$ cat src/rtl/uart_pkg.sv
// Shared types and constants for the UART receive path.
package uart_pkg;

    localparam int OVERSAMPLE = 16;

    // Trigger thresholds selected by FCR[7:6]
    localparam logic [4:0] TRIG_LVL_0 = 5'd1;
    localparam logic [4:0] TRIG_LVL_1 = 5'd4;
    localparam logic [4:0] TRIG_LVL_2 = 5'd8;
    localparam logic [4:0] TRIG_LVL_3 = 5'd14;

    typedef enum logic [2:0] {
        IDLE,
        START,
        DATA,
        PARITY,
        STOP,
        BRK_WAIT
    } uart_rx_state_e;

    typedef struct packed {
        logic       bi;
        logic       fe;
        logic       pe;
        logic [7:0] data;
    } uart_rx_entry_t;

    function automatic logic [4:0] trig_threshold(input logic [1:0] lvl);
        case (lvl)
            2'd0:    return TRIG_LVL_0;
            2'd1:    return TRIG_LVL_1;
            2'd2:    return TRIG_LVL_2;
            default: return TRIG_LVL_3;
        endcase
    endfunction

    // Four character times in 16x ticks: 4 * 16 * (start + data + parity + stop).
    // 1.5 stop bits rounds up to 2.
    function automatic logic [9:0] timeout_ticks(input logic [1:0] wl,
                                                 input logic       pen,
                                                 input logic       stb);
        logic [3:0] frame_bits;
        frame_bits = 4'd6 + {2'b00, wl} + {3'b000, pen} + (stb ? 4'd2 : 4'd1);
        return {frame_bits, 6'b000000};
    endfunction

endpackage

$ cat src/rtl/uart_rx_fifo.sv
// Show-ahead RX FIFO of character entries with flush, variable capacity
// (full depth or a single holding register) and a count of error entries.
module uart_rx_fifo
    import uart_pkg::*;
#(
    parameter int DEPTH = 16
) (
    input  logic           clk,
    input  logic           rst,
    input  logic           fifo_en_i,
    input  logic           flush_i,
    input  logic           push_i,
    input  uart_rx_entry_t push_entry_i,
    input  logic           pop_i,
    output uart_rx_entry_t head_o,
    output logic           empty_o,
    output logic [4:0]     count_o,
    output logic           pop_ok_o,
    output logic           overflow_o,
    output logic           err_any_o
);

    localparam int AW = $clog2(DEPTH);
    localparam int CW = AW + 1;

    uart_rx_entry_t mem_q [DEPTH];

    logic [AW-1:0] wr_ptr_q, wr_ptr_d;
    logic [AW-1:0] rd_ptr_q, rd_ptr_d;
    logic [CW-1:0] count_q, count_d;
    logic [CW-1:0] err_cnt_q, err_cnt_d;
    logic [CW-1:0] capacity;
    logic          full;
    logic          push_ok;
    logic          head_err;
    logic          push_err;

    // Pointer/count bookkeeping; a pop frees its slot before a same-cycle push is judged
    always_comb begin
        capacity   = fifo_en_i ? CW'(DEPTH) : CW'(1);
        full       = (count_q >= capacity);
        empty_o    = (count_q == '0);
        pop_ok_o   = pop_i && !empty_o && !flush_i;
        push_ok    = push_i && !flush_i && (!full || pop_ok_o);
        overflow_o = push_i && !flush_i && full && !pop_ok_o;
        head_o     = empty_o ? '0 : mem_q[rd_ptr_q];
        head_err   = head_o.bi | head_o.fe | head_o.pe;
        push_err   = push_entry_i.bi | push_entry_i.fe | push_entry_i.pe;
        wr_ptr_d   = wr_ptr_q;
        rd_ptr_d   = rd_ptr_q;
        count_d    = count_q;
        err_cnt_d  = err_cnt_q;
        if (flush_i) begin
            wr_ptr_d  = '0;
            rd_ptr_d  = '0;
            count_d   = '0;
            err_cnt_d = '0;
        end else begin
            wr_ptr_d  = wr_ptr_q + AW'(push_ok);
            rd_ptr_d  = rd_ptr_q + AW'(pop_ok_o);
            count_d   = count_q + CW'(push_ok) - CW'(pop_ok_o);
            err_cnt_d = err_cnt_q + CW'(push_ok && push_err) - CW'(pop_ok_o && head_err);
        end
        count_o   = 5'(count_q);
        err_any_o = (err_cnt_q != '0);
    end

    // Control state registers
    always_ff @(posedge clk or posedge rst) begin
        if (rst) begin
            wr_ptr_q  <= '0;
            rd_ptr_q  <= '0;
            count_q   <= '0;
            err_cnt_q <= '0;
        end else begin
            wr_ptr_q  <= wr_ptr_d;
            rd_ptr_q  <= rd_ptr_d;
            count_q   <= count_d;
            err_cnt_q <= err_cnt_d;
        end
    end

    // Entry storage, written only on an accepted push
    always_ff @(posedge clk) begin
        if (push_ok) begin
            mem_q[wr_ptr_q] <= push_entry_i;
        end
    end

endmodule

$ cat src/rtl/uart_rx_core.sv
// UART receive datapath: rx synchronizer, 16x oversampled deframer,
// RX FIFO, LSR status, trigger level and character timeout.
module uart_rx_core
    import uart_pkg::*;
#(
    parameter int FIFO_DEPTH  = 16,
    parameter int SYNC_STAGES = 2
) (
    input  logic       clk,
    input  logic       rst,
    input  logic       baud_tick_i,
    input  logic       rx_i,
    input  logic [1:0] word_len_i,
    input  logic       stop_bits_i,
    input  logic       parity_en_i,
    input  logic       even_parity_i,
    input  logic       stick_parity_i,
    input  logic       fifo_en_i,
    input  logic       rx_fifo_reset_i,
    input  logic [1:0] trig_level_i,
    input  logic       pop_i,
    input  logic       lsr_clear_i,
    output logic [7:0] rdata_o,
    output logic       data_ready_o,
    output logic       overrun_o,
    output logic       parity_err_o,
    output logic       framing_err_o,
    output logic       break_o,
    output logic       fifo_err_o,
    output logic       trig_reached_o,
    output logic       timeout_o,
    output logic [4:0] rx_count_o
);

    logic [SYNC_STAGES-1:0] sync_q, sync_d;
    uart_rx_state_e         state_q, state_d;
    logic [3:0]             tick_cnt_q, tick_cnt_d;
    logic [2:0]             bit_idx_q, bit_idx_d;
    logic [7:0]             data_q, data_d;
    logic                   par_bit_q, par_bit_d;
    logic                   fifo_en_q, fifo_en_d;
    logic                   overrun_q, overrun_d;
    logic [9:0]             tmo_cnt_q, tmo_cnt_d;

    logic                   rx_s;
    logic                   last_bit;
    logic                   exp_par;
    logic                   push;
    uart_rx_entry_t         push_entry;
    logic                   flush;
    uart_rx_entry_t         head;
    logic                   fifo_empty;
    logic                   pop_ok;
    logic                   overflow;

    // Metastability synchronizer on the asynchronous serial input
    always_comb begin
        sync_d = {sync_q[SYNC_STAGES-2:0], rx_i};
        rx_s   = sync_q[SYNC_STAGES-1];
    end

    // Deframer next-state: everything moves only on a 16x tick
    always_comb begin
        state_d    = state_q;
        tick_cnt_d = tick_cnt_q;
        bit_idx_d  = bit_idx_q;
        data_d     = data_q;
        par_bit_d  = par_bit_q;
        push       = 1'b0;
        push_entry = '0;
        last_bit   = (bit_idx_q == (3'd4 + {1'b0, word_len_i}));
        if (stick_parity_i)     exp_par = ~even_parity_i;
        else if (even_parity_i) exp_par = ^data_q;
        else                    exp_par = ~^data_q;
        if (baud_tick_i) begin
            tick_cnt_d = tick_cnt_q + 4'd1;
            case (state_q)
                IDLE: begin
                    if (!rx_s) begin
                        state_d    = START;
                        tick_cnt_d = '0;
                        bit_idx_d  = '0;
                        data_d     = '0;
                        par_bit_d  = 1'b0;
                    end
                end
                START: begin
                    if (tick_cnt_q == 4'd7) begin
                        tick_cnt_d = '0;
                        state_d    = rx_s ? IDLE : DATA;
                    end
                end
                DATA: begin
                    if (tick_cnt_q == 4'd15) begin
                        data_d[bit_idx_q] = rx_s;
                        if (last_bit) begin
                            bit_idx_d = '0;
                            state_d   = parity_en_i ? PARITY : STOP;
                        end else begin
                            bit_idx_d = bit_idx_q + 3'd1;
                        end
                    end
                end
                PARITY: begin
                    if (tick_cnt_q == 4'd15) begin
                        par_bit_d = rx_s;
                        state_d   = STOP;
                    end
                end
                STOP: begin
                    if (tick_cnt_q == 4'd15) begin
                        push            = 1'b1;
                        push_entry.data = data_q;
                        push_entry.pe   = parity_en_i && (par_bit_q != exp_par);
                        push_entry.fe   = !rx_s;
                        push_entry.bi   = (data_q == 8'h00) && !par_bit_q && !rx_s;
                        state_d         = push_entry.bi ? BRK_WAIT : IDLE;
                    end
                end
                BRK_WAIT: begin
                    if (rx_s) state_d = IDLE;
                end
                default: state_d = IDLE;
            endcase
        end
    end

    // Flush detection, sticky overrun and character-timeout counter
    always_comb begin
        fifo_en_d = fifo_en_i;
        flush     = rx_fifo_reset_i || (fifo_en_i != fifo_en_q);
        if (overflow)         overrun_d = 1'b1;
        else if (lsr_clear_i) overrun_d = 1'b0;
        else                  overrun_d = overrun_q;
        if (push || pop_ok || flush || fifo_empty || !fifo_en_i)
            tmo_cnt_d = '0;
        else if (baud_tick_i && (tmo_cnt_q != 10'h3FF))
            tmo_cnt_d = tmo_cnt_q + 10'd1;
        else
            tmo_cnt_d = tmo_cnt_q;
    end

    // State registers
    always_ff @(posedge clk or posedge rst) begin
        if (rst) begin
            sync_q     <= '1;
            state_q    <= IDLE;
            tick_cnt_q <= '0;
            bit_idx_q  <= '0;
            data_q     <= '0;
            par_bit_q  <= 1'b0;
            fifo_en_q  <= 1'b0;
            overrun_q  <= 1'b0;
            tmo_cnt_q  <= '0;
        end else begin
            sync_q     <= sync_d;
            state_q    <= state_d;
            tick_cnt_q <= tick_cnt_d;
            bit_idx_q  <= bit_idx_d;
            data_q     <= data_d;
            par_bit_q  <= par_bit_d;
            fifo_en_q  <= fifo_en_d;
            overrun_q  <= overrun_d;
            tmo_cnt_q  <= tmo_cnt_d;
        end
    end

    uart_rx_fifo #(
        .DEPTH (FIFO_DEPTH)
    ) u_fifo (
        .clk          (clk),
        .rst          (rst),
        .fifo_en_i    (fifo_en_i),
        .flush_i      (flush),
        .push_i       (push),
        .push_entry_i (push_entry),
        .pop_i        (pop_i),
        .head_o       (head),
        .empty_o      (fifo_empty),
        .count_o      (rx_count_o),
        .pop_ok_o     (pop_ok),
        .overflow_o   (overflow),
        .err_any_o    (fifo_err_o)
    );

    // LSR view of the head entry plus interrupt-source outputs
    always_comb begin
        rdata_o        = head.data;
        parity_err_o   = head.pe;
        framing_err_o  = head.fe;
        break_o        = head.bi;
        data_ready_o   = !fifo_empty;
        overrun_o      = overrun_q;
        trig_reached_o = fifo_en_i && (rx_count_o >= trig_threshold(trig_level_i));
        timeout_o      = fifo_en_i &&
                         (tmo_cnt_q >= timeout_ticks(word_len_i, parity_en_i, stop_bits_i));
    end

endmodule

$ cat config.mk
export PLATFORM = sky130hd
export DESIGN_NAME = uart_rx_core
export DESIGN_NICKNAME = d
export VERILOG_FILES = /design/src/rtl/uart_pkg.sv /design/src/rtl/uart_rx_fifo.sv /design/src/rtl/uart_rx_core.sv
export SDC_FILE = /design/constraint.sdc
export NUM_CORES = 1
export LEC_CHECK = 0
export BUFFER_PORTS_ARGS = -buffer_cell sky130_fd_sc_hd__buf_2
export CORE_UTILIZATION = 36
export DETAILED_ROUTE_END_ITERATION = 16
export GPL_ROUTABILITY_DRIVEN = 0
export PLACE_DENSITY = 0.5
export SYNTH_ARGS = -nofsm -noshare
export SYNTH_HDL_FRONTEND = slang
export SYNTH_HIERARCHICAL = 1
export SYNTH_SLANG_ARGS = --single-unit
$ cat constraint.sdc
create_clock -name clk -period 3.2 [get_ports clk]
set_clock_uncertainty 0.1 [all_clocks]
set_input_delay 0.48 -clock clk [delete_from_list [all_inputs] [get_ports clk]]
set_output_delay 0.48 -clock clk [all_outputs]
set_load 0.05 [all_outputs]
==> out/summary.txt, run 1 <==
OUTCOME
---------------------------------------------------------------------------------------
Outcome                                                                    finished with violations
Violations in the final reports                                            negative setup slack

STA
---------------------------------------------------------------------------------------
Slew at the pin with the worst max-slew slack                                   1.23 ns
Smallest setup slack after layout                                             -0.379 ns
Final count of pins violating max slew                                                0
Final total negative setup slack                                               -1.74 ns
Final setup vio count                                                                11
Time the worst path needs with I/O delays and setup                             3.58 ns
Maximum achievable frequency                                                    279 MHz
RSZ-0062 raised after global routing                                               true
Relative slew slack                                                               0.175
Final Hold Fails                                                                      0
Final worst path period share                                                      1.12

YOSYS
---------------------------------------------------------------------------------------
Xor/xnor share of the synthesized area                                           0.0208
Simple-Gate Fraction of Synth Area                                               0.0941
Share of synthesized area occupied by flip-flops and latches                      0.624
Fraction of the mapped netlist area in adder cells                               0.0509
Fraction of registers with async set or reset after synthesis                     0.225
Post-synthesis mux area share                                                     0.122
Post-synthesis instance area                                                  10500 um2
EDFF count, synth                                                                   176
Warnings, synthesis                                                                   6
Complex-gate fraction of the synthesized area                                    0.0507
Per-instance average area after synthesis                                      15.7 um2
Synthesized instance count                                                          669
Most common flop cell mapped by yosys                                      sky130_fd_sc_hd__edfxtp_1
Number of distinct standard cells referenced by the synthesized netlist              62
Net count of the mapped netlist                                                     726
Main combinational cell family by area after synthesis                     multiplexers
Number of flip-flops and latches in the synthesized netlist                         227

WORST SETUP PATH
---------------------------------------------------------------------------------------
Data arrival time of the critical path                                          3.92 ns
Maximum fanout count along the critical path                                          4
R2R depth                                                                            12
Terminus of the critical flop-to-flop path                                 u_fifo/err_cnt_q[4]$_DFF_PP0_
Worst r2r src                                                              u_fifo/rd_ptr_q[0]$_DFF_PP0_
Startpoint of the most critical setup path                                 u_fifo/rd_ptr_q[0]$_DFF_PP0_
Critical path class                                                             reg2reg
Crit path capture type                                                        flip-flop
Setup crit start kind                                                         flip-flop
Required arrival time at the worst endpoint                                     3.54 ns
Register-to-register setup slack                                               -0.38 ns

WORST HOLD PATH
---------------------------------------------------------------------------------------
Hold/Removal Path Class                                                          in2reg
Depth of the worst hold-timing path                                                   3
Min-Delay Startpoint                                                        lsr_clear_i
Hold-critical path endpoint                                                overrun_o$_DFFE_PP0P_

DIE
---------------------------------------------------------------------------------------
Die area                                                                      29900 um2
Initial standard-cell utilization of the core                                     0.366
Ports                                                                                37
Number of placement rows                                                             62
Die Span X                                                                       173 um
Floorplan core area                                                           28700 um2
Die height                                                                       173 um

CLOCK TREE
---------------------------------------------------------------------------------------
Cell chosen for the clock root                                             sky130_fd_sc_hd__clkbuf_16
Clock Sinks                                                                         227
Clk_lat worst skew                                                              0.52 ns
Clock-pin transition on the worst setup and hold timing paths                   0.06 ns
Number of buffers on the longest clock path                                           3
TritonCTS clock tree                                                               done
Number of buffers inserted during clock tree synthesis                               26
Total number of H-tree levels                                                         1

GLOBAL ROUTING
---------------------------------------------------------------------------------------
Via count of the first global-routing pass                                         6487
Initial antenna violation count                                                       0
Wire length of the first global-routing pass                                   37500 um
GRT Overall Usage                                                                 0.160
Remaining global-route overflow                                                       0
Maximum number of pins on one net before global-route repair                         27

DETAILED ROUTING
---------------------------------------------------------------------------------------
Number of violations reported at the end of detailed-routing iteration 0            426
Antenna violation net count after detailed routing                                    0
Detailed-routing iteration count for the pre-antenna-repair pass                      5
Number of remaining DRC errors                                                        0
Via-to-Cell Ratio                                                                  5.06
Count of vias placed by the detailed router                                        6052
Total wirelength of the detailed-routed design                                 23000 um
Final routed wire length divided by cell count                                  19.2 um

JOB
---------------------------------------------------------------------------------------
Count of maximum capacitance violations                                               0

CELLS AND AREA
---------------------------------------------------------------------------------------
Most frequent cells in the layout                                          sky130_fd_sc_hd__edfxtp_1 (176), sky130_fd_sc_hd__buf_4 (79), sky130_fd_sc_hd__mux4_2 (51)
Core Util, Final                                                                  0.447
Area Overhead vs Synth                                                            22.1%
Reg area                                                                       6570 um2
Total area of multi-input combinational cells                                  3660 um2
Final antenna diode count                                                             0
Most common cell after layout, fill and taps aside                         sky130_fd_sc_hd__edfxtp_1
Fraction of layout cells with a size suffix above 1                               0.336
Number of inserted filler cells in the final layout                                2570
Number of nets at the end of the flow                                               851

PLACED DESIGN
---------------------------------------------------------------------------------------
DP Wirelength                                                                  15900 um
Number of input and output port buffers inserted                                     36

POWER AND IR DROP
---------------------------------------------------------------------------------------
Power density normalized to cell area                                        532 nW/um2
Post-layout total power                                                       0.00683 W
Maximum vdd ir drop                                                          0.000324 V
Leak Pwr                                                                        4.59 nW

-- how the worst max path moves through the flow --
| stage | to | slack [ns] | depth (start not counted) |
|---|---|---|---|
| floorplan | u_fifo/err_cnt_q[4]$_DFF_PP0_ | -0.15 | 12 |
| global placement | u_fifo/err_cnt_q[4]$_DFF_PP0_ | -0.32 | 13 |
| detailed placement | u_fifo/err_cnt_q[4]$_DFF_PP0_ | -0.43 | 13 |
| CTS | u_fifo/err_cnt_q[4]$_DFF_PP0_ | -0.40 | 14 |
| global route | u_fifo/err_cnt_q[4]$_DFF_PP0_ | -0.50 | 14 |
| finish | u_fifo/err_cnt_q[4]$_DFF_PP0_ | -0.38 | 12 |
-- final cells by class --
type	count	area share
well taps	384	0.0374
repair buffers	127	0.0816
clock buffers	31	0.0529
inverters	47	0.0137
multi-input cells	365	0.285
clock inverters	16	0.0173
flip-flops and latches	227	0.512
-- registers in the layout, indices dropped and copies added, names as in the netlist, 2 cells and up --
signal            count
tmo_cnt_q            10
bit_idx_q             3
u_fifo/rd_ptr_q       4
state_q               3
u_fifo/err_cnt_q      5
u_fifo/mem_q        176
data_q                8
tick_cnt_q            4
u_fifo/wr_ptr_q       4
sync_q                2
u_fifo/count_o        5
-- report_power, final --
group / leakage (nW) / internal (W) / switching (W)
Clock: 0.439 / 0.00192 / 0.00117
Combinational: 1.94 / 0.000185 / 0.000275
Sequential: 2.21 / 0.00320 / 0.0000784
-- metal layers --
metal,vias up,GRT usage,share of wire,wire [um]
li1,2816,-,-,-
met1,3132,0.222,0.46,10500
met2,78,0.270,0.50,11400
met3,26,0.0207,0.028,634
met4,0,0.0332,0.018,422
met5,-,0,0,0
-- cell families (layout without fill, tap and decap cells) --
kind of cell               after synthesis  count (layout)
DFF                                    227             227
xor gates and xnor gates                25              25
muxes                                   56              56
AOI/OAI and AO/OA                       77              77
buffers and inverters                   77             221
adders and majority gates               41              41
and+or+nand+nor                        166             166
-- per-stage QoR --
| step | std cells | hold slack (ns) | area [um2] | setup WS (ns) |
|---|---|---|---|---|
| floorplan | 669 | 0.245 | 10600 | -0.148 |
| global placement | 1132 | 0.247 | 11600 | -0.323 |
| detailed placement | 1132 | 0.248 | 11600 | -0.426 |
| CTS | 1192 | 0.110 | 12700 | -0.398 |
| global route | 1197 | 0.125 | 12800 | -0.496 |
| finish | 1197 | 0.126 | 12800 | -0.379 |
-- worst max-delay path: stages (launching register included) --
cell and delay [ns]:
sky130_fd_sc_hd__dfrtp_2 0.42, sky130_fd_sc_hd__buf_12 0.13, sky130_fd_sc_hd__mux4_2 0.50, sky130_fd_sc_hd__mux4_2 0.49, sky130_fd_sc_hd__o31a_1 0.32, sky130_fd_sc_hd__ha_1 0.29, sky130_fd_sc_hd__inv_2 0.05, sky130_fd_sc_hd__ha_4 0.16
sky130_fd_sc_hd__fa_2 0.37, sky130_fd_sc_hd__a21oi_2 0.15, sky130_fd_sc_hd__nor2_2 0.05, sky130_fd_sc_hd__or3_4 0.36, sky130_fd_sc_hd__a21oi_2 0.12
-- synthesized netlist by cell type (all sizes together) (18+ instances only) --
master / n / area (um2)
edfxtp: 176 / 5290
nor2: 42 / 158
inv: 47 / 176
nand2: 19 / 71.3
nor4: 18 / 113
a21oi: 19 / 98.9
o21ai: 21 / 105
mux4: 53 / 1260
nor2b: 25 / 216
ha: 38 / 475
dfrtp: 49 / 1230
-- repair_timing --
action | 4_1_cts | 5_1_grt
endpoints found under the hold margin | 12 | 0
gates resized for setup | 40 | 12
buffers inserted | 11 | 6
cloned | 2 | 1
endpoints found under the setup margin | 12 | 14
pin swaps | 6 | 10
hold buffers | 2 | 0
Note: power is estimated with default switching activity, not from simulation.
==> run 2: changes to the inputs <==
Settings changed: SYNTH_HIERARCHICAL 1 to not set.
==> run 2 against run 1 <==
Effect of this change:
- the run still ends with negative setup slack left
- total power up 6.0%
- wire length is 0.34% lower
- synthesized area down 2.6%
- critical path depth increased by 2
- critical path type unchanged
- largest cell class unchanged
==> out/summary.txt, run 2 <==
DIE
---------------------------------------------------------------------------------------
Die height                                                                       171 um   -1.3%
Floorplan core area                                                           27900 um2   -2.9%
Die area                                                                      29100 um2   -2.6%
Number of placement rows                                                             61   -1.6%
Initial standard-cell utilization of the core                                     0.367   +0.00122
Ports                                                                                37   unchanged
Die Span X                                                                       171 um   -1.3%

PLACED DESIGN
---------------------------------------------------------------------------------------
Placed Instances                                                                   1119   -1.1%
Setup slack after placement                                                   -0.373 ns   +0.0524 ns
Number of input and output port buffers inserted                                     36   unchanged
DP Wirelength                                                                  15300 um   -3.5%

WORST SETUP PATH
---------------------------------------------------------------------------------------
Setup crit start kind                                                         flip-flop
Critical path class                                                             reg2reg
Maximum single-stage delay on the critical path                                 0.48 ns   -0.02 ns
Crit path capture type                                                        flip-flop
Data arrival time of the critical path                                          3.89 ns   -0.03 ns
Required arrival time at the worst endpoint                                     3.56 ns   +0.02 ns
Count of buffering cells on the critical path with inverters included                 2   unchanged
Register-to-register setup slack                                               -0.33 ns   +0.05 ns
Terminus of the critical flop-to-flop path                                 u_fifo.err_cnt_q[4]$_DFF_PP0_
Cell occurring most often along the worst timing path                      sky130_fd_sc_hd__a21oi_2
Maximum fanout count along the critical path                                          4   unchanged
Worst path slowest cell                                                    sky130_fd_sc_hd__mux4_2
Kind of cell adding the most delay to the critical path                     adder cells
Worst r2r src                                                              u_fifo.rd_ptr_q[0]$_DFF_PP0_
Cell-by-cell listing of the critical path                                  buf_6 > mux4_2 > mux2_4 > nand3_4 > o31ai_4 > o31a_1 > ha_1 > inv_1 > ha_2 > fa_2 > a21oi_2 > nor2_1 > or3_1 > a21oi_2
R2R depth                                                                            14   +2

JOB
---------------------------------------------------------------------------------------
Count of maximum capacitance violations                                               0   unchanged

GLOBAL ROUTING
---------------------------------------------------------------------------------------
Wire length of the first global-routing pass                                   36000 um   -3.9%
Remaining global-route overflow                                                       0   unchanged
Via count of the first global-routing pass                                         6299   -2.9%
GRT Overall Usage                                                                 0.164   +0.00375
Initial antenna violation count                                                       0   unchanged
Maximum number of pins on one net before global-route repair                         33   +22%

YOSYS
---------------------------------------------------------------------------------------
Share of synthesized area occupied by flip-flops and latches                      0.641   +0.0168
Net count of the mapped netlist                                                     730   +0.55%
Per-instance average area after synthesis                                      15.2 um2   -3.1%
Commonest cells post-synth                                                 sky130_fd_sc_hd__edfxtp_1 (176), sky130_fd_sc_hd__mux4_2 (52), sky130_fd_sc_hd__nor2_1 (51), sky130_fd_sc_hd__dfrtp_1 (49), sky130_fd_sc_hd__inv_1 (42)
Fraction of post-synthesis cell area in the top cell type by area                 0.516   +0.0135
Warnings, synthesis                                                                   0   -6
Top area cells in the synthesized netlist                                  sky130_fd_sc_hd__edfxtp_1 (52%), sky130_fd_sc_hd__dfrtp_1 (12%), sky130_fd_sc_hd__mux4_2 (11%), sky130_fd_sc_hd__ha_1 (4.8%), sky130_fd_sc_hd__nor2_1 (1.9%)
Number of distinct standard cells referenced by the synthesized netlist              52   -16%
EDFF count, synth                                                                   176   unchanged
Number of flip-flops and latches in the synthesized netlist                         227   unchanged
Most common flop cell mapped by yosys                                      sky130_fd_sc_hd__edfxtp_1
Synthesized instance count                                                          672   +0.45%
Cell taking the most area after synthesis                                  sky130_fd_sc_hd__edfxtp_1
Post-synthesis instance area                                                  10200 um2   -2.6%
Cell with the most instances after synthesis                               sky130_fd_sc_hd__edfxtp_1
Fraction of registers with async set or reset after synthesis                     0.225   unchanged

CELLS AND AREA
---------------------------------------------------------------------------------------
Area Overhead vs Synth                                                            23.4%
Non-filler instance count after layout                                             1176   -1.8%
Number of nets at the end of the flow                                               837   -1.6%
Number of flip-flops under the largest register name                                176   unchanged
Final antenna diode count                                                             0   unchanged
Largest register by flop count                                             u_fifo.mem_q
Most frequent cells in the layout                                          sky130_fd_sc_hd__edfxtp_1 (176), sky130_fd_sc_hd__buf_4 (59), sky130_fd_sc_hd__mux4_2 (52)
Largest registers ranked by flip-flop count                                u_fifo.mem_q x176, tmo_cnt_q x10, data_q x8
Fraction of layout cells with a size suffix above 1                               0.323   -0.0125
Most common cell after layout, fill and taps aside                         sky130_fd_sc_hd__edfxtp_1

CLOCK TREE
---------------------------------------------------------------------------------------
Clock-pin transition on the worst setup and hold timing paths                   0.06 ns   about the same
Total number of H-tree levels                                                         1   unchanged
Cell chosen for the clock root                                             sky130_fd_sc_hd__clkbuf_16
Clock Sinks                                                                         227   unchanged
Number of buffers on the longest clock path                                           3   unchanged
Number of buffers inserted during clock tree synthesis                               26   unchanged
TritonCTS clock tree                                                               done
Clk_lat worst skew                                                              0.53 ns   about the same

WORST HOLD PATH
---------------------------------------------------------------------------------------
Hold-critical path endpoint                                                overrun_o$_DFFE_PP0P_
Depth of the worst hold-timing path                                                   2   -1
Min-Delay Startpoint                                                        lsr_clear_i
Hold/Removal Path Class                                                          in2reg

DETAILED ROUTING
---------------------------------------------------------------------------------------
Number of remaining DRC errors                                                        0   unchanged
Detailed-routing iteration count for the pre-antenna-repair pass                      4   -1
Via-to-Cell Ratio                                                                  5.05   -0.20%
Total wirelength of the detailed-routed design                                 22900 um   -0.34%
Antenna violation net count after detailed routing                                    0   unchanged
Number of violations reported at the end of detailed-routing iteration 0            321   -25%
Count of vias placed by the detailed router                                        5934   -1.9%
Final routed wire length divided by cell count                                  19.5 um   +1.4%

STA
---------------------------------------------------------------------------------------
RSZ-0062 raised after global routing                                               true
Time the worst path needs with I/O delays and setup                             3.53 ns   -0.0499 ns
Maximum achievable frequency                                                    283 MHz   +1.4%
Worst Hold Margin                                                             0.0365 ns   -0.0899 ns
Final total negative setup slack                                              -0.484 ns   +1.26 ns
Relative slew slack                                                               0.244   +0.0686
Final count of pins violating max slew                                                0   unchanged
Final Hold Fails                                                                      0   unchanged
Slew at the pin with the worst max-slew slack                                   1.13 ns   -0.103 ns
Smallest setup slack after layout                                             -0.329 ns   +0.0499 ns
Final setup vio count                                                                 7   -4
Final worst path period share                                                      1.10   -0.0156

POWER AND IR DROP
---------------------------------------------------------------------------------------
Net switching component of the power                                          0.00170 W   +11%
Maximum vdd ir drop                                                          0.000388 V   +20%
Gate power share                                                                  0.094   +0.027
Portion of total power attributed to sequential cells                             0.466   -0.013
Proportion of power drawn by the clock network                                    0.440   -0.013
Leak Pwr                                                                        4.19 nW   -8.7%
Power density normalized to cell area                                        573 nW/um2   +7.7%
Internal cell power                                                           0.00554 W   +4.4%
Switching share of power                                                          0.235   +0.0115

OUTCOME
---------------------------------------------------------------------------------------
Violations in the final reports                                            negative setup slack
Outcome                                                                    finished with violations

[run 2: cell count changes after synthesis, sizes merged, moves of 7 or more]
cell | before | now
and2 | 2 | 17
nor2 | 42 | 51
nor2b | 25 | 6
nor3 | 5 | 14
nor4 | 18 | 11
o21ai | 21 | 32
o41ai | 8 | 0
[run 2: through the flow]
step | cell area, um2 | total power, W | utilization
2_1_floorplan | 10400 | 0.00393 | -
3_3_place_gp | 11400 | 0.00407 | 0.410
3_5_place_dp | 11400 | 0.00410 | 0.410
4_1_cts | 12600 | 0.00731 | 0.452
5_1_grt | 12600 | 0.00753 | 0.453
6_report | 12600 | 0.00724 | 0.453
[run 2: kinds of logic (layout without fill, tap and decap cells)]
| logic type | count (synthesis) | count (layout) | synth area share |
|---|---|---|---|
| xor gates and xnor gates | 24 | 24 | 0.0205 |
| DFF | 227 | 227 | 0.641 |
| and+or+nand+nor | 165 | 165 | 0.0820 |
| muxes | 58 | 58 | 0.121 |
| AOI/OAI and AO/OA | 83 | 83 | 0.0510 |
| buffers and inverters | 73 | 199 | 0.0312 |
| adders and majority gates | 42 | 42 | 0.0535 |
[run 2: cell type report]
cell class	count	area [um2]
repair buffers	109	927
multi-input cells	372	3560
fillers	2437	15200
flip-flops and latches	227	6570
inverters	43	175
clock buffers	28	679
well taps	378	473
clock inverters	19	251
[run 2: how the worst max path moves through the flow]
stage / startpoint / to / cells after the start
2_1_floorplan: u_fifo.count_o[2]$_DFF_PP0_ / u_fifo.err_cnt_q[4]$_DFF_PP0_ / 15
3_3_place_gp: u_fifo.rd_ptr_q[0]$_DFF_PP0_ / u_fifo.err_cnt_q[4]$_DFF_PP0_ / 13
3_5_place_dp: u_fifo.rd_ptr_q[0]$_DFF_PP0_ / u_fifo.err_cnt_q[4]$_DFF_PP0_ / 13
4_1_cts: u_fifo.rd_ptr_q[0]$_DFF_PP0_ / u_fifo.err_cnt_q[4]$_DFF_PP0_ / 14
5_1_grt: u_fifo.rd_ptr_q[0]$_DFF_PP0_ / u_fifo.err_cnt_q[4]$_DFF_PP0_ / 14
6_report: u_fifo.rd_ptr_q[0]$_DFF_PP0_ / u_fifo.err_cnt_q[4]$_DFF_PP0_ / 14
[run 2: routing by layer]
metal  global-route usage  share of wire  vias to the layer above
li1                     -              -                     2767
met1                0.210           0.42                     3014
met2                0.291           0.52                      123
met3               0.0227          0.042                       30
met4               0.0423          0.017                        0
met5                    0              0                        -
[run 2: power by group through the flow]
stage,clock network [W],registers (W),logic (W)
CTS,0.00326,0.00337,0.000685
finish,0.00318,0.00337,0.000683
global route,0.00337,0.00338,0.000781
floorplan,0,0.00334,0.000592
detailed placement,0,0.00343,0.000678
global placement,0,0.00342,0.000650
[run 2: what timing repair did]
| action | CTS | global route |
|---|---|---|
| hold buffers | 2 | 0 |
| pin swaps | 8 | 6 |
| endpoints found under the hold margin | 29 | 0 |
| buffers inserted | 6 | 4 |
| setup endpoints to repair | 11 | 13 |
| cloned | 2 | 0 |
| resized for setup | 35 | 27 |
==> run 3: changes to the inputs <==
Settings changed: CORE_UTILIZATION 36 to 55, PLACE_DENSITY 0.5 to 0.72, SETUP_SLACK_MARGIN set to 0.15.
==> run 3 against run 2 <==
Effect of this change:
- the flow still finishes with violations (negative setup slack)
- register-to-register slack better by 0.05 ns
- global-route usage up 7.4 points
- via count up 4.5%
- setup slack better by 0.046 ns
- sequential power about the same
- die area down 34%
- sequential share of layout area up 1.7 points
- wire length down 2.3%
- total power down 10%
- combinational power up 4.1%
- critical path type unchanged
==> out/summary.txt, run 3 (same netlist as run 2, synthesis figures left out) <==
DIE
---------------------------------------------------------------------------------------
Die area                                                                      19200 um2   -34%
Die height                                                                       138 um   -19%
Number of placement rows                                                             49   -20%
Die Span X                                                                       138 um   -19%
Ports                                                                                37   unchanged
Floorplan core area                                                           18100 um2   -35%
Initial standard-cell utilization of the core                                     0.566   +0.199

WORST SETUP PATH
---------------------------------------------------------------------------------------
Maximum single-stage delay on the critical path                                 0.50 ns   +0.02 ns
Required arrival time at the worst endpoint                                     3.53 ns   -0.03 ns
Maximum fanout count along the critical path                                          3   -1
Data arrival time of the critical path                                          3.81 ns   -0.08 ns
Critical path class                                                             reg2reg
Cell-by-cell listing of the critical path                                  buf_6 > mux4_2 > mux2_4 > nand3_4 > o31ai_4 > o31a_1 > ha_1 > inv_1 > ha_2 > fa_2 > a21oi_2 > nor2_1 > or3_1 > a21oi_2
Cell occurring most often along the worst timing path                      sky130_fd_sc_hd__a21oi_2
Setup crit start kind                                                         flip-flop
Worst path slowest cell                                                    sky130_fd_sc_hd__mux4_2
Crit path capture type                                                        flip-flop

STA
---------------------------------------------------------------------------------------
Final worst path period share                                                      1.09   -0.0143
Time the worst path needs with I/O delays and setup                             3.48 ns   -0.0459 ns
Final Hold Fails                                                                      0   unchanged
Final total negative setup slack                                               -1.26 ns   -0.779 ns
RSZ-0062 raised after global routing                                               true
Smallest setup slack after layout                                             -0.283 ns   +0.0459 ns
Final count of pins violating max slew                                                0   unchanged
Final setup vio count                                                                11   +4
Maximum achievable frequency                                                    287 MHz   +1.3%
Relative slew slack                                                               0.279   +0.0349
Slew at the pin with the worst max-slew slack                                   1.08 ns   -0.0522 ns

DETAILED ROUTING
---------------------------------------------------------------------------------------
Count of vias placed by the detailed router                                        6201   +4.5%
Detailed-routing iteration count for the pre-antenna-repair pass                      5   +1
Number of violations reported at the end of detailed-routing iteration 0            486   +51%
Number of remaining DRC errors                                                        0   unchanged
Total wirelength of the detailed-routed design                                 22400 um   -2.3%
Via-to-Cell Ratio                                                                  6.00   +19%
Final routed wire length divided by cell count                                  21.6 um   +11%
Antenna violation net count after detailed routing                                    0   unchanged

PLACED DESIGN
---------------------------------------------------------------------------------------
Placed Instances                                                                    970   -13%
Area after DPL                                                                11200 um2   -1.8%
DP Wirelength                                                                  14400 um   -6.0%
Number of input and output port buffers inserted                                     36   unchanged

CELLS AND AREA
---------------------------------------------------------------------------------------
Largest register by flop count                                             u_fifo.mem_q
Non-filler instance count after layout                                             1034   -12%
Most frequent cells in the layout                                          sky130_fd_sc_hd__edfxtp_1 (176), sky130_fd_sc_hd__buf_4 (76), sky130_fd_sc_hd__mux4_2 (52)
Most common cell after layout, fill and taps aside                         sky130_fd_sc_hd__edfxtp_1
Largest registers ranked by flip-flop count                                u_fifo.mem_q x176, tmo_cnt_q x10, data_q x8
Number of nets at the end of the flow                                               847   +1.2%
Final standard cell area without fillers                                      12200 um2   -3.1%
Fraction of layout cells with a size suffix above 1                               0.333   +0.00961
Core Util, Final                                                                  0.677   +0.223
Number of flip-flops under the largest register name                                176   unchanged
Number of inserted filler cells in the final layout                                1151   -53%
Area Overhead vs Synth                                                            19.5%
Final antenna diode count                                                             0   unchanged

POWER AND IR DROP
---------------------------------------------------------------------------------------
Power density normalized to cell area                                        532 nW/um2   -7.1%
Post-layout total power                                                       0.00651 W   -10%
Leak Pwr                                                                        4.12 nW   -1.8%
Maximum vdd ir drop                                                          0.000557 V   +44%

CLOCK TREE
---------------------------------------------------------------------------------------
TritonCTS clock tree                                                               done
Clock-pin transition on the worst setup and hold timing paths                   0.06 ns   about the same
Number of buffers inserted during clock tree synthesis                               23   -12%
Number of buffers on the longest clock path                                           3   unchanged
Total number of H-tree levels                                                         1   unchanged
Clock Sinks                                                                         227   unchanged
Cell chosen for the clock root                                             sky130_fd_sc_hd__clkbuf_16
Clk_lat worst skew                                                              0.50 ns   -0.03 ns

GLOBAL ROUTING
---------------------------------------------------------------------------------------
Remaining global-route overflow                                                       0   unchanged
Via count of the first global-routing pass                                         6270   -0.46%
GRT Overall Usage                                                                 0.238   +0.0743
Wire length of the first global-routing pass                                   34900 um   -3.1%
Maximum number of pins on one net before global-route repair                         33   unchanged
Initial antenna violation count                                                       0   unchanged

OUTCOME
---------------------------------------------------------------------------------------
Outcome                                                                    finished with violations
Violations in the final reports                                            negative setup slack

WORST HOLD PATH
---------------------------------------------------------------------------------------
Hold/Removal Path Class                                                          in2reg

JOB
---------------------------------------------------------------------------------------
Count of maximum capacitance violations                                               0   unchanged

==> run 3: repair_timing <==
action	in CTS	in global routing
pin swaps	8	14
endpoints found under the setup margin	14	21
resized for setup	16	21
setup buffers	12	9
hold endpoints to repair	23	0
hold buffers	2	0
==> run 3: worst paths after layout <==
| kind | slack (ns) | to | depth (start not counted) | from |
|---|---|---|---|---|
| worst max-delay path | -0.28 | u_fifo.err_cnt_q[4]$_DFF_PP0_ | 14 | u_fifo.rd_ptr_q[0]$_DFF_PP0_ |
| worst min-delay path | 0.05 | overrun_o$_DFFE_PP0P_ | 2 | lsr_clear_i |
| worst max register to register | -0.28 | u_fifo.err_cnt_q[4]$_DFF_PP0_ | 14 | u_fifo.rd_ptr_q[0]$_DFF_PP0_ |
| worst min register to register | 0.26 | sync_q[1]$_DFF_PP1_ | 0 | sync_q[0]$_DFF_PP1_ |
| max in group asynchronous | 1.90 | u_fifo.count_o[0]$_DFF_PP0_ | 4 | rst |
| min in group asynchronous | 0.47 | state_q[2]$_DFFE_PP0P_ | 3 | rst |
==> run 3: metal layers <==
layer  up-vias  GRT usage  part of all wire
met4         0     0.0674             0.023
met1      3160      0.327              0.42
li1       2781          -                 -
met2       226      0.403              0.50
met3        34     0.0329             0.054
met5         -          0                 0
==> run 3: cell type report <==
type,count,area (um2),share of cell area
flip-flops and latches,227,6570,0.537
multi-input cells,372,3600,0.294
repair buffers,122,926,0.0757
clock buffers,26,587,0.0480
well taps,229,287,0.0234
inverters,43,175,0.0143
clock inverters,15,92.6,0.00757
==> run 3: per-stage QoR <==
step | setup WS, ns | hold slack (ns)
after floorplan | -0.381 | 0.245
after global placement | -0.220 | 0.247
after detailed placement | -0.277 | 0.248
after CTS | -0.245 | 0.0460
after global routing | -0.378 | 0.0555
final | -0.283 | 0.0543
==> run 3: power breakdown <==
| part | internal (W) | leakage [nW] | switching, W |
|---|---|---|---|
| combinational | 0.000306 | 1.75 | 0.000405 |
| sequential | 0.00323 | 2.03 | 0.000139 |
| clock | 0.00133 | 0.335 | 0.00111 |
| total | 0.00486 | 4.12 | 0.00165 |
==> run 3: critical path: cells and delay by family (launching register included) <==
family	cells	cell delay (ns)
AND/OR/NAND/NOR	3	0.52
AO/OA/AOI/OAI	4	0.58
multiplexers	2	0.80
buffers and inverters	2	0.18
adder cells (fa/ha/maj)	3	0.81
flip-flops	1	0.42
